===== src/rtl/rr_mux_arbiter.sv =====
// Round-robin arbiter driving one 2-bit valid/ready channel from four requesters.
// Define RR_BURST_EN to let a requester keep the grant for up to BURST_LEN transfers.
module rr_mux_arbiter #(
    parameter int BURST_LEN = 4
) (
    input  logic       clk,
    input  logic       rst,
    input  logic [3:0] req,
    input  logic [7:0] data,
    input  logic       out_ready,
    output logic       out_valid,
    output logic [1:0] out_data,
    output logic [3:0] grant,
    output logic [1:0] sel,
    output logic [3:0] ack
);

    typedef enum logic {
        IDLE  = 1'b0,
        GRANT = 1'b1
    } state_t;

    state_t     state;
    logic [1:0] ptr;
    logic       xfer;
    logic [1:0] arb_start;
    logic [1:0] win_idx;
    logic       win_found;
    logic       keep_burst;

    assign xfer     = out_valid & out_ready;
    assign ack      = grant & {4{xfer}};
    assign out_data = data[{sel, 1'b0} +: 2];

    // After a transfer the search restarts just past the served requester,
    // so it is only reconsidered once everyone else has been looked at.
    assign arb_start = (state == GRANT) ? sel + 2'd1 : ptr;

    // NOTE: every always_comb output gets a default before any conditional
    // assignment, otherwise an unassigned path infers a latch.
    always_comb begin : arb_search
        logic [1:0] idx;
        win_found = 1'b0;
        win_idx   = arb_start;
        // Walk from the farthest candidate back to arb_start so the closest one wins.
        for (int i = 3; i >= 0; i--) begin
            idx = arb_start + 2'(i);
            if (req[idx]) begin
                win_found = 1'b1;
                win_idx   = idx;
            end
        end
    end

`ifdef RR_BURST_EN
    logic [2:0] bcnt;

    assign keep_burst = req[sel] && (int'(bcnt) + 1 < BURST_LEN);
`else
    logic unused_burst_len;

    // BURST_LEN has no effect without burst mode.
    assign keep_burst       = 1'b0;
    assign unused_burst_len = (BURST_LEN > 0);
`endif

    // NOTE: all state is written with non-blocking assignments so every
    // register samples values from before the edge, independent of order.
    always_ff @(posedge clk) begin
        if (rst) begin
            state     <= IDLE;
            grant     <= '0;
            sel       <= '0;
            out_valid <= 1'b0;
            ptr       <= '0;
`ifdef RR_BURST_EN
            bcnt      <= '0;
`endif
        end else begin
            case (state)
                IDLE: begin
                    if (win_found) begin
                        state     <= GRANT;
                        grant     <= 4'b0001 << win_idx;
                        sel       <= win_idx;
                        out_valid <= 1'b1;
`ifdef RR_BURST_EN
                        bcnt      <= '0;
`endif
                    end
                end

                GRANT: begin
                    if (xfer) begin
                        if (keep_burst) begin
`ifdef RR_BURST_EN
                            bcnt <= bcnt + 3'd1;
`endif
                        end else begin
                            ptr <= sel + 2'd1;
`ifdef RR_BURST_EN
                            bcnt <= '0;
`endif
                            if (win_found) begin
                                grant <= 4'b0001 << win_idx;
                                sel   <= win_idx;
                            end else begin
                                state     <= IDLE;
                                grant     <= '0;
                                out_valid <= 1'b0;
                            end
                        end
                    end else if (!req[sel]) begin
                        // Requester withdrew before being served; ptr stays put.
                        state     <= IDLE;
                        grant     <= '0;
                        out_valid <= 1'b0;
`ifdef RR_BURST_EN
                        bcnt      <= '0;
`endif
                    end
                end

                default: begin
                    state     <= IDLE;
                    grant     <= '0;
                    out_valid <= 1'b0;
                end
            endcase
        end
    end

endmodule


===== config.mk =====
export PLATFORM = sky130hd
export DESIGN_NAME = rr_mux_arbiter
export DESIGN_NICKNAME = d
export VERILOG_FILES = /design/src/rtl/rr_mux_arbiter.sv
export SDC_FILE = /design/constraint.sdc
export NUM_CORES = 1
export LEC_CHECK = 0
export CAP_MARGIN = 5
export CORE_AREA = 5 5 50 52
export CTS_CLUSTER_DIAMETER = 60
export DETAILED_ROUTE_END_ITERATION = 8
export DIE_AREA = 0 0 55 57
export GPL_ROUTABILITY_DRIVEN = 0
export MAX_ROUTING_LAYER = met4
export PLACE_DENSITY = 0.72
export SETUP_SLACK_MARGIN = 0.3
export SLEW_MARGIN = 20
export SYNTH_ARGS = -nofsm -noshare
export SYNTH_HDL_FRONTEND = slang
export SYNTH_SLANG_ARGS = --single-unit

===== constraint.sdc =====
create_clock -name clk -period 1.5 [get_ports clk]
set_input_delay 0.3 -clock clk [delete_from_list [all_inputs] [get_ports clk]]
set_output_delay 0.3 -clock clk [all_outputs]
set_load 0.005 [all_outputs]

# Word level (Yosys, flattened, before mapping)
# Cells that the tools add are included.
[word_totals] register_bits=10 in_bits=15 wordCells=62 output_inout_bits=13
[classes] n_shift=2 n_reduce_logical=3 n_lt_le_gt_ge=5 bitwise=3 n_addsub=4 n_eq_ne=4 mux=36
[op_table] cell="$mux 1" n=16
[op_table] cell="$mux 4" n=4
[op_table] cell="$lt 2x3->1 const B" n=5
[op_table] cell="$mux 2" n=7
[op_table] cell="$bmux 1 s2" n=5
[op_table] cell="$pmux 4 s2" n=1
[op_table] cell="$shiftx 8x4->2" n=1
[op_table] cell="$ne 3x3->1 const B" n=2
[op_table] cell="$add 2x1->2 const B" n=2
[op_table] cell="$add 2x2->2 const B" n=2
[op_table] cell="$and 4x4->4" n=1
[op_table] cell="$pmux 1 s2" n=2
[op_table] cell="$pmux 2 s2" n=1
[op_table] cell="$reduce_and 2->1" n=2
[op_table] cell="$shl 1x2->4 const A" n=1
[op_table] cell="$reduce_and 3->1" n=1
[op_table] cell="$ne 2x1->1 const B" n=1
[op_table] cell="$ne 2x2->1 const B" n=1
[op_table] cell="$and 1x1->1" n=1
[op_table] cell="$not 1->1" n=1

# Logic depth before layout (Yosys ltp)
# Gate-level depths: netlist of run 1.
[depth] depth_word=13 ltp_mapped=7 ltp_nobuf=6

# Worst setup path after synthesis of run 1
# OpenSTA, ideal clock, no wires.
[synth_path] kind="register to register" startpoint="register sel[1]" endpoint="register grant[0]" synth_period_minus_slack_ps=1620 path_slack_ps=-120 t_required_ps=1383 setup_ps=117 t_arrival_ps=1503 stages_incl_launch_ff=7 path_buffers=1 cell_sequence="dfxtp_1 buf_6 mux4_2 nand3_1 o21ai_0 nor2b_1 a22o_1"
[synth_between] elab_chain_cells=13 word_cells_on_any_way=31 cone_classes="add/sub (4); eq/ne (2); shift (1); mux (23); reduce/logical (1)"
[synth_rtl] item="start, declared" line="14" text="output logic [1:0] sel,"
[synth_rtl] item="start signal, assigned" line="85" text="sel <= win_idx;"
[synth_rtl] item="start signal, assigned" line="106" text="sel <= win_idx;"
[synth_rtl] item="$add 2x1->2" line="37" text="assign arb_start = (state == GRANT) ? sel + 2'd1 : ptr;"
[synth_rtl] item="$mux 2" line="37"
[synth_rtl] item="$add 2x2->2" line="47" text="idx = arb_start + 2'(i);"
[synth_rtl] item="$bmux 1 s2" line="48" text="if (req[idx]) begin"
[synth_rtl] item="$mux 1 (implied by the code)" line="48"
[synth_rtl] item="$mux 2 (4 in series)" line="48"
[synth_rtl] item="$shl 1x2->4" line="84, 105"
[synth_rtl] item="$mux 4" line="104" text="if (win_found) begin"
[synth_rtl] item="$mux 4" line="94" text="if (xfer) begin"
[synth_rtl] item="$pmux 4 s2" line="80" text="case (state)"
[synth_rtl] item="end signal, assigned" line="84" text="grant <= 4'b0001 << win_idx;"
[synth_rtl] item="end signal, assigned" line="105" text="grant <= 4'b0001 << win_idx;"
[synth_rtl] item="end, declared" line="13" text="output logic [3:0] grant,"
# Several ways; a longest one is shown, not always the timed one. The select of a mux whose other input is x is not followed.
# A chain may end at the register's enable or synchronous reset.

# Worst setup path after layout of run 1
[layout_path] startpoint="register sel[0]" endpoint="register grant[0]"
# The elaborated chain is that of the path after synthesis.

==> results of run 1 <==
-- placed cells by master (no fill, tap or decap), drive strengths merged --
master,instances
nand2b,2
dlymetal6s2s,4
a32oi,1
o21a,1
o21ai,2
dlygate4sd2,10
nand3,4
and2b,1
nor2b,1
a21oi,6
a211oi,3
mux2,1
buf,35
clkbuf,3
and2,1
and3,4
nand2,9
nor3b,1
nor3,1
nand3b,1
inv,1
dfxtp,10
clkdlybuf4s15,1
mux2i,2
o41ai,1
a22o,2
a2bb2oi,1
a2111oi,1
xor2,1
nor2,13
clkdlybuf4s50,3
mux4,3
-- power breakdown --
| group | leakage, nW | internal [W] | switching [W] |
|---|---|---|---|
| combinational | 0.526 | 0.000331 | 0.000227 |
| clock | 0.0138 | 0.0000924 | 0.0000861 |
| sequential | 0.0850 | 0.000298 | 0.0000350 |
-- cells by family (layout without fill, tap and decap cells) --
group | count (synthesis) | after routing | share of synthesized area [%]
DFF | 10 | 10 | 27.4
muxes | 6 | 6 | 16.3
xor gates and xnor gates | 1 | 1 | 3.77
and+or+nand+nor | 38 | 38 | 26.5
buffers and inverters | 5 | 57 | 5.82
AOI/OAI and AO/OA | 18 | 18 | 20.2
-- worst max-delay path by stage --
stage | to | cells past startpoint
2_1_floorplan | grant[0]$_SDFFE_PP0P_ | 7
3_3_place_gp | out_data[0] | 3
3_5_place_dp | out_data[0] | 3
4_1_cts | grant[0]$_SDFFE_PP0P_ | 7
5_1_grt | grant[0]$_SDFFE_PP0P_ | 7
6_report | grant[0]$_SDFFE_PP0P_ | 7
-- per-stage QoR --
step           utilization, %  power, W  area, um^2
3_5_place_dp             55.1  0.000746        1140
3_3_place_gp             55.1  0.000740        1140
5_1_grt                  67.5   0.00114        1390
2_1_floorplan               -  0.000555         744
4_1_cts                  63.4   0.00102        1310
6_report                 67.5   0.00107        1390
-- area by class of cell --
class	count	area share, %
Clock buffer	3	1.62
Inverter	1	0.270
Multi-Input combinational cell	63	43.1
Sequential cell	10	15.5
Tap cell	28	2.52
Timing Repair Buffer	53	37.0
-- layer usage --
metal / routed length [um] / vias to the layer above / global-route usage [%] / share of wire, %
li1: - / 392 / - / -
met1: 936 / 374 / 20.1 / 40
met2: 1190 / 37 / 27.2 / 51
met3: 170 / 4 / 3.92 / 7.3
met4: 38 / 0 / 3.47 / 1.6
met5: 0 / - / - / 0
-- critical path: cells and delay by family (launching register included) --
family / cells / cell delay, ns
AOI/OAI and AO/OA: 3 / 0.65
DFF: 1 / 0.36
muxes: 1 / 0.23
xor gates and xnor gates: 1 / 0.15
buffers and inverters: 1 / 0.13
and+or+nand+nor: 1 / 0.06
-- flip-flops by register name, indices dropped and copies added (netlist names) --
register / cells
grant: 4
ptr: 2
out_valid: 1
state: 1
sel: 2
-- what timing repair did --
item | 4_1_cts | 5_1_grt
endpoints found under the setup margin | 23 | 21
hold buffers | 0 | 0
buffers inserted | 8 | 3
pin swaps | 12 | 8
hold endpoints to repair | 0 | 0
gates resized for setup | 81 | 20
==> flow_summary.json, run 1 <==
{
  "ys_ff_latch": 10,
  "end_kind": "flip-flop",
  "synth_most_common_cell": "nor2_1",
  "grt_setup_unrepaired": "yes",
  "postRouteAntennaNets": 0,
  "skew_ns": 0.00550,
  "status": "complete, but fails checks",
  "post-route-period-util_pct": 113,
  "grt_max_degree": 8,
  "ys_seq_area_share_pct": 27.4,
  "grt_pass1_vias": 858,
  "ff2ff_setup_slack_ns": -0.20,
  "ios": 28,
  "vias": 807,
  "synth_top_area_share_pct": 27.4,
  "r2r-end": "grant[0]$_SDFFE_PP0P_",
  "cp-startpoint": "sel[0]$_SDFFE_PP0P_",
  "initial_core_util_pct": 35.4,
  "ys_types": 33,
  "arrival_ns": 1.84,
  "finalCriticalPeriod_ns": 1.70,
  "grt_util_all_layers_pct": 16.5,
  "die_w_um": 55,
  "finish.net_count": 147,
  "startpoint_type": "flip-flop",
  "routed_via_density": 5.11,
  "p_per_area_nw_per_um2": 768,
  "critPathKind": "flip-flop to flip-flop",
  "cts_root_buf": "clkbuf_4",
  "synthArstFlopShare_pct": 0,
  "drtIter0Drc": 19,
  "numCtsBuffers": 3,
  "slowest_stage": "dfxtp_4",
  "syn_area_um2": 731,
  "drt-total-wl_mm": 2.33,
  "setup_violations": 9,
  "regArea_um2": 215,
  "netlist_instances": 78,
  "holdWs_ns": 0.476,
  "layoutNonFillerInstCount": 158,
  "grt_antenna_before_repair": 0,
  "drc": 0,
  "multiInputGateArea_um2": 601,
  "place_worst_setup_slack_ns": -0.506,
  "setup_tns_ns": -1.32,
  "worst_ep_required_time_ns": 1.65,
  "r2r_cells": 7,
  "ys_warn_count": 0,
  "synth_area_leaders": "dfxtp_1, mux4_1, nor2_1",
  "fp.dieH_um": 57,
  "port-buffer-count": 27,
  "tightest_slew_ns": 0.350,
  "grt_pass1_wl_mm": 3.83,
  "fin_ws_ns": -0.195,
  "overflow": 0,
  "clock_latency_ns": 0.26,
  "antenna_cells": 0,
  "leakage_nw": 0.625,
  "violations": "setup timing",
  "synth_nets": 93,
  "clk_pin_slew_ns": 0.06,
  "hold_viol": 0,
  "dr.pass1.iters": 4,
  "wl_per_cell_um": 14.8,
  "drive_above_1_share_pct": 60.0,
  "whs_endpoint": "grant[2]$_SDFFE_PP0P_",
  "syn_avg_cell_area_um2": 9.37,
  "synth_commonest_cells": "nor2_1, dfxtp_1, nand2_1",
  "clockBufferDepth": 2,
  "synthFlopType": "dfxtp_1",
  "cts_max_level": 1,
  "slew_headroom_pct": 76.7,
  "hpwl_mm": 1.58,
  "min_path_cells": 2,
  "areaGrowthSynthToFinish_pct": 90.6,
  "synth_edf_count": 0,
  "cpPeakStageDelay_ns": 0.36,
  "core_um2": 2060,
  "yosys.area.top_type": "dfxtp_1",
  "rows": 17,
  "path_cells": "buf_12 > xor2_4 > mux2i_4 > a2111oi_4 > a211oi_4 > nor3_2 > a22o_1",
  "clock-sinks": 10,
  "dp.cells": 144,
  "ir_drop_uv": 764,
  "worstReg2RegStart": "sel[0]$_SDFFE_PP0P_",
  "fillers": 159,
  "drv_slew": 0,
  "maxCapViolations": 0,
  "dieArea_um2": 3140,
  "max_freq_ghz": 0.590,
  "min_path_type": "flip-flop to flip-flop",
  "crit_fanout": 5,
  "hp-start": "grant[2]$_SDFFE_PP0P_",
  "cts_tree": "yes"
}
No activity file was read; power rests on OpenSTA's default activity.
==> run 2, diff against run 1 <==
--- a/config.mk
+++ b/config.mk
@@ -13,6 +13,7 @@
 export GPL_ROUTABILITY_DRIVEN = 0
 export MAX_ROUTING_LAYER = met4
 export PLACE_DENSITY = 0.72
+export RECOVER_POWER = 100
 export SETUP_SLACK_MARGIN = 0.3
 export SLEW_MARGIN = 20
 export SYNTH_ARGS = -nofsm -noshare
==> run 2 against run 1 <==
The flow still finishes with violations (setup timing). Core utilization is 0.18 points lower. Clock power hardly changed. Worst hold slack hardly changed. Critical endpoint unchanged. Sequential share of layout area hardly changed. Routed wire length is 0.47% lower. Die area stayed put. Flip-flop and latch count stayed put. Critical path depth stayed put. Highest routed layer unchanged. Power is 0.19% lower. Clock skew hardly changed. Global-route usage stayed put. Register-to-register slack hardly changed.
==> flow_summary.json, run 2 (synthesis gave the netlist of run 1 again) <==
{
  "finalCriticalPeriod_ns": 1.70,
  "clock-sinks": 10,
  "setup_violations": 9,
  "slew_headroom_pct": 74.0,
  "ios": 28,
  "areaGrowthSynthToFinish_pct": 90.1,
  "end_kind": "flip-flop",
  "power_w": 0.00107,
  "initial_core_util_pct": 35.4,
  "grt_pass1_wl_mm": 3.83,
  "fin_ws_ns": -0.196,
  "drc": 0,
  "placed_cell_area_um2": 1140,
  "drive_above_1_share_pct": 59.2,
  "dr.pass1.iters": 4,
  "r2r-end": "grant[0]$_SDFFE_PP0P_",
  "port-buffer-count": 27,
  "clockBufferDepth": 2,
  "mostFrequentLayoutCell": "buf_6",
  "drv_slew": 0,
  "dieArea_um2": 3140,
  "worst_ep_required_time_ns": 1.65,
  "reg_top3": "grant (4), ptr (2), sel (2)",
  "die_w_um": 55,
  "ir_drop_uv": 766,
  "max_freq_ghz": 0.590,
  "worstReg2RegStart": "sel[0]$_SDFFE_PP0P_",
  "fillers": 161,
  "crit_fanout": 5,
  "post-route-period-util_pct": 113,
  "core_um2": 2060,
  "vias": 800,
  "largest_reg_flops": 4,
  "regArea_um2": 215,
  "regMostFlops": "grant",
  "hpwl_mm": 1.58,
  "holdBufCountCts": 0,
  "maxCapViolations": 0,
  "clk_pin_slew_ns": 0.06,
  "tightest_slew_ns": 0.391,
  "finish.net_count": 147,
  "leakage_nw": 0.621,
  "cts_root_buf": "clkbuf_4",
  "p_per_area_nw_per_um2": 769,
  "rows": 17,
  "grt_util_all_layers_pct": 16.5,
  "drt-total-wl_mm": 2.32,
  "arrival_ns": 1.84,
  "fp.dieH_um": 57,
  "hold_viol": 0,
  "routed_via_density": 5.06,
  "r2r_cells": 7,
  "skew_ns": 0.00565,
  "min_path_cells": 2,
  "clock_latency_ns": 0.26,
  "drtIter0Drc": 19,
  "min_path_type": "flip-flop to flip-flop",
  "hp-start": "grant[2]$_SDFFE_PP0P_",
  "startpoint_type": "flip-flop",
  "ff2ff_setup_slack_ns": -0.20,
  "critPathKind": "flip-flop to flip-flop",
  "stdcell_area_um2": 1390,
  "grt_pass1_vias": 858,
  "cts_max_level": 1,
  "status": "complete, but fails checks",
  "multiInputGateArea_um2": 601,
  "violations": "setup timing",
  "grt_max_degree": 8,
  "most-common-layout-cells": "buf_6, buf_4, nor2_1, dlygate4sd2_1, nand2_1",
  "wl_per_cell_um": 14.7,
  "grt_antenna_before_repair": 0,
  "cts_tree": "yes",
  "overflow": 0,
  "holdWs_ns": 0.476,
  "grt_setup_unrepaired": "yes",
  "postRouteAntennaNets": 0,
  "place_worst_setup_slack_ns": -0.506,
  "setup_tns_ns": -1.36,
  "numCtsBuffers": 3,
  "whs_endpoint": "grant[2]$_SDFFE_PP0P_",
  "antenna_cells": 0
}
## run 2: worst max-delay path by stage
stage                              startpoint                     to  slack, ns  depth (start not counted)
after global placement                data[2]            out_data[0]      -0.45                          3
after detailed placement              data[2]            out_data[0]      -0.51                          3
after CTS                 sel[0]$_SDFFE_PP0P_  grant[0]$_SDFFE_PP0P_      -0.23                          7
after global routing      sel[0]$_SDFFE_PP0P_  grant[0]$_SDFFE_PP0P_      -0.28                          7
after floorplan           sel[1]$_SDFFE_PP0P_  grant[0]$_SDFFE_PP0P_      -0.10                          7
final                     sel[0]$_SDFFE_PP0P_  grant[0]$_SDFFE_PP0P_      -0.20                          7
## run 2: layer usage
| metal | part of all wire, % | GRT usage [%] |
|---|---|---|
| met1 | 41 | 20.1 |
| met2 | 50 | 27.2 |
| met3 | 6.7 | 3.92 |
| met4 | 2.1 | 3.47 |
| met5 | 0 | - |
## run 2: through the flow
step,utilization [%],instances
floorplan,-,78
global placement,55.1,144
detailed placement,55.1,144
CTS,63.4,155
global route,67.3,158
finish,67.3,158
## run 2: worst max-delay path, stage by stage (launching register included)
cell,delay (ns)
dfxtp_4,0.36
buf_12,0.13
xor2_4,0.15
mux2i_4,0.23
a2111oi_4,0.13
a211oi_4,0.31
nor3_2,0.06
a22o_1,0.21
## run 2: area by class of cell
cell class,instances,share of cell area (%)
multi-input cells,63,43.2
flip-flops and latches,10,15.5
repair buffers,53,36.8
well taps,28,2.52
inverters,1,0.270
clock buffers,3,1.62
## run 2: where the power goes
group          switching (W)  internal [W]
sequential         0.0000349      0.000298
combinational       0.000227      0.000328
clock              0.0000869     0.0000924
total               0.000349      0.000719
## run 2: repair_timing
action                                  in CTS  in global routing
endpoints found under the setup margin      23                 21
gates cloned                                 0                  0
gates resized for setup                     81                 20
pin swaps                                   12                  8
setup buffers                                8                  3
==> run 3, diff against run 2 <==
--- a/config.mk
+++ b/config.mk
@@ -5,11 +5,11 @@
 export SDC_FILE = /design/constraint.sdc
 export NUM_CORES = 1
 export LEC_CHECK = 0
-export CAP_MARGIN = 5
-export CORE_AREA = 5 5 50 52
+export CORE_AREA = 2 2 47 49
+export CTS_BUF_LIST = sky130_fd_sc_hd__clkbuf_16
 export CTS_CLUSTER_DIAMETER = 60
 export DETAILED_ROUTE_END_ITERATION = 8
-export DIE_AREA = 0 0 55 57
+export DIE_AREA = 0 0 49 51
 export GPL_ROUTABILITY_DRIVEN = 0
 export MAX_ROUTING_LAYER = met4
 export PLACE_DENSITY = 0.72
==> run 3 against run 2 <==
The run still ends with setup timing left. Routed wire length rose by 8.7%. Worst hold slack got worse by 0.0087 ns. Critical path depth did not move. Setup slack improved by 0.0042 ns. First-iteration DRC count fell by 37%. Register-to-register slack barely moved. Clock power rose to 2.7 times the previous value. Sequential power barely moved. Core utilization rose by 1.3 points. Global-route usage rose by 5.1 points. Combinational power fell by 3%.
==> flow_summary.json, run 3 (synthesis gave the netlist of run 1 again) <==
{
  "comb_power_share_pct": 39.9,
  "clk_pin_slew_ns": 0.04,
  "dieArea_um2": 2500,
  "violations": "setup timing",
  "postRouteAntennaNets": 0,
  "grt_antenna_before_repair": 0,
  "grt_max_degree": 8,
  "initial_core_util_pct": 35.4,
  "grt_util_all_layers_pct": 21.6,
  "regMostFlops": "grant",
  "drtIter0Drc": 12,
  "critPathKind": "flip-flop to flip-flop",
  "wl_per_cell_um": 15.8,
  "areaGrowthSynthToFinish_pct": 93.7,
  "power_w": 0.00135,
  "end_kind": "flip-flop",
  "numCtsBuffers": 3,
  "fillers": 157,
  "routed_via_density": 5.13,
  "grt_pass1_wl_mm": 3.91,
  "setup_violations": 9,
  "slew_headroom_pct": 76.5,
  "clockBufferDepth": 2,
  "ir_drop_uv": 550,
  "ios": 28,
  "fp.dieH_um": 51,
  "mostFrequentLayoutCell": "buf_4",
  "die_w_um": 49,
  "stdcell_area_um2": 1420,
  "cts_root_buf": "clkbuf_16",
  "grt_setup_unrepaired": "yes",
  "hpwl_mm": 1.58,
  "holdWs_ns": 0.467,
  "place_worst_setup_slack_ns": -0.488,
  "seq_power_share_pct": 24.7,
  "maxCapViolations": 0,
  "cts_tree": "yes",
  "holdBufCountCts": 0,
  "port-buffer-count": 27,
  "leakage_nw": 0.642,
  "swShare_pct": 29.2,
  "dr.pass1.iters": 4,
  "internal_power_w": 0.000954,
  "min_path_type": "flip-flop to flip-flop",
  "status": "complete, but fails checks",
  "largest_reg_flops": 4,
  "setup_tns_ns": -0.992,
  "p_per_area_nw_per_um2": 952,
  "worst_ep_required_time_ns": 1.62,
  "antenna_cells": 0,
  "placed_cell_area_um2": 1130,
  "vias": 821,
  "cts_max_level": 1,
  "clock_latency_ns": 0.24,
  "finalCriticalPeriod_ns": 1.69,
  "arrival_ns": 1.82,
  "tightest_slew_ns": 0.351,
  "drc": 0,
  "crit_fanout": 5,
  "grt_pass1_vias": 829,
  "drv_slew": 0,
  "startpoint_type": "flip-flop",
  "core_um2": 2060,
  "finish.net_count": 148,
  "skew_ns": 0.00249,
  "rows": 17,
  "clockPowerShare_pct": 35.4,
  "overflow": 0,
  "drt-total-wl_mm": 2.52,
  "fin_ws_ns": -0.191,
  "post-route-period-util_pct": 113,
  "most-common-layout-cells": "buf_4, buf_6, nor2_1, dlygate4sd2_1",
  "clock-sinks": 10,
  "hold_viol": 0,
  "switching_power_w": 0.000393,
  "reg_top3": "grant (4), ptr (2), sel (2)",
  "drive_above_1_share_pct": 58.3,
  "max_freq_ghz": 0.591
}
[run 3: changes by cell type in the layout (fill, tap and decap cells not counted), moves of 2 or more]
cell and delta:
buf_6 -6, clkbuf_16 +3, clkbuf_4 -3, clkdlybuf4s15_2 +3, and3_4 -2, buf_4 +2, clkbuf_1 +2, clkbuf_2 +2
clkdlybuf4s50_1 -2, dfxtp_1 +2, dfxtp_2 -2
[run 3: area by class of cell]
class / instances / area [um^2] / area share, %
inverters: 1 / 3.75 / 0.265
clock buffers: 3 / 75.1 / 5.31
multi-input cells: 63 / 598 / 42.3
repair buffers: 54 / 487 / 34.4
clock inverters: 1 / 3.75 / 0.265
well taps: 28 / 35.0 / 2.48
flip-flops and latches: 10 / 213 / 15.0
[run 3: final timing paths]
path | from | to | slack (ns) | depth (start not counted)
hold reg to reg | grant[3]$_SDFFE_PP0P_ | grant[3]$_SDFFE_PP0P_ | 0.47 | 2
setup / recovery | sel[0]$_SDFFE_PP0P_ | grant[0]$_SDFFE_PP0P_ | -0.19 | 7
setup reg to reg | sel[0]$_SDFFE_PP0P_ | grant[0]$_SDFFE_PP0P_ | -0.19 | 7
hold / removal | grant[3]$_SDFFE_PP0P_ | grant[3]$_SDFFE_PP0P_ | 0.47 | 2
[run 3: critical path, stage by stage (launching register included)]
cell and delay (ns):
dfxtp_4 0.35, buf_12 0.13, xor2_4 0.15, mux2i_4 0.24
a2111oi_4 0.13, a211oi_4 0.30, nor3_2 0.06, a22o_1 0.21
[run 3: repair_timing]
| item | 4_1_cts | 5_1_grt |
|---|---|---|
| setup buffers | 10 | 3 |
| resized for setup | 96 | 12 |
| pin swaps | 11 | 6 |
| setup endpoints to repair | 23 | 18 |
| cloned | 0 | 0 |
[run 3: metal layers]
metal	up-vias	routed length [um]	share of wire (%)	GRT usage, %
met3	2	143	5.7	4.39
met2	33	1320	52	37.9
met5	-	0	0	-
met1	397	1050	42	25.3
li1	389	-	-	-
met4	0	10	0.40	5.71
[run 3: stage by stage]
stage	utilization (%)	cells
finish	68.6	160
global route	68.6	160
CTS	69.2	157
detailed placement	54.7	143
global placement	54.7	143
floorplan	-	78
[run 3: power by group through the flow]
stage               Clock, W  Sequential, W  Combinational, W
floorplan                  0       0.000322          0.000233
global placement           0       0.000336          0.000399
detailed placement         0       0.000339          0.000406
CTS                 0.000479       0.000336          0.000519
global route        0.000497       0.000337          0.000572
finish              0.000476       0.000333          0.000538
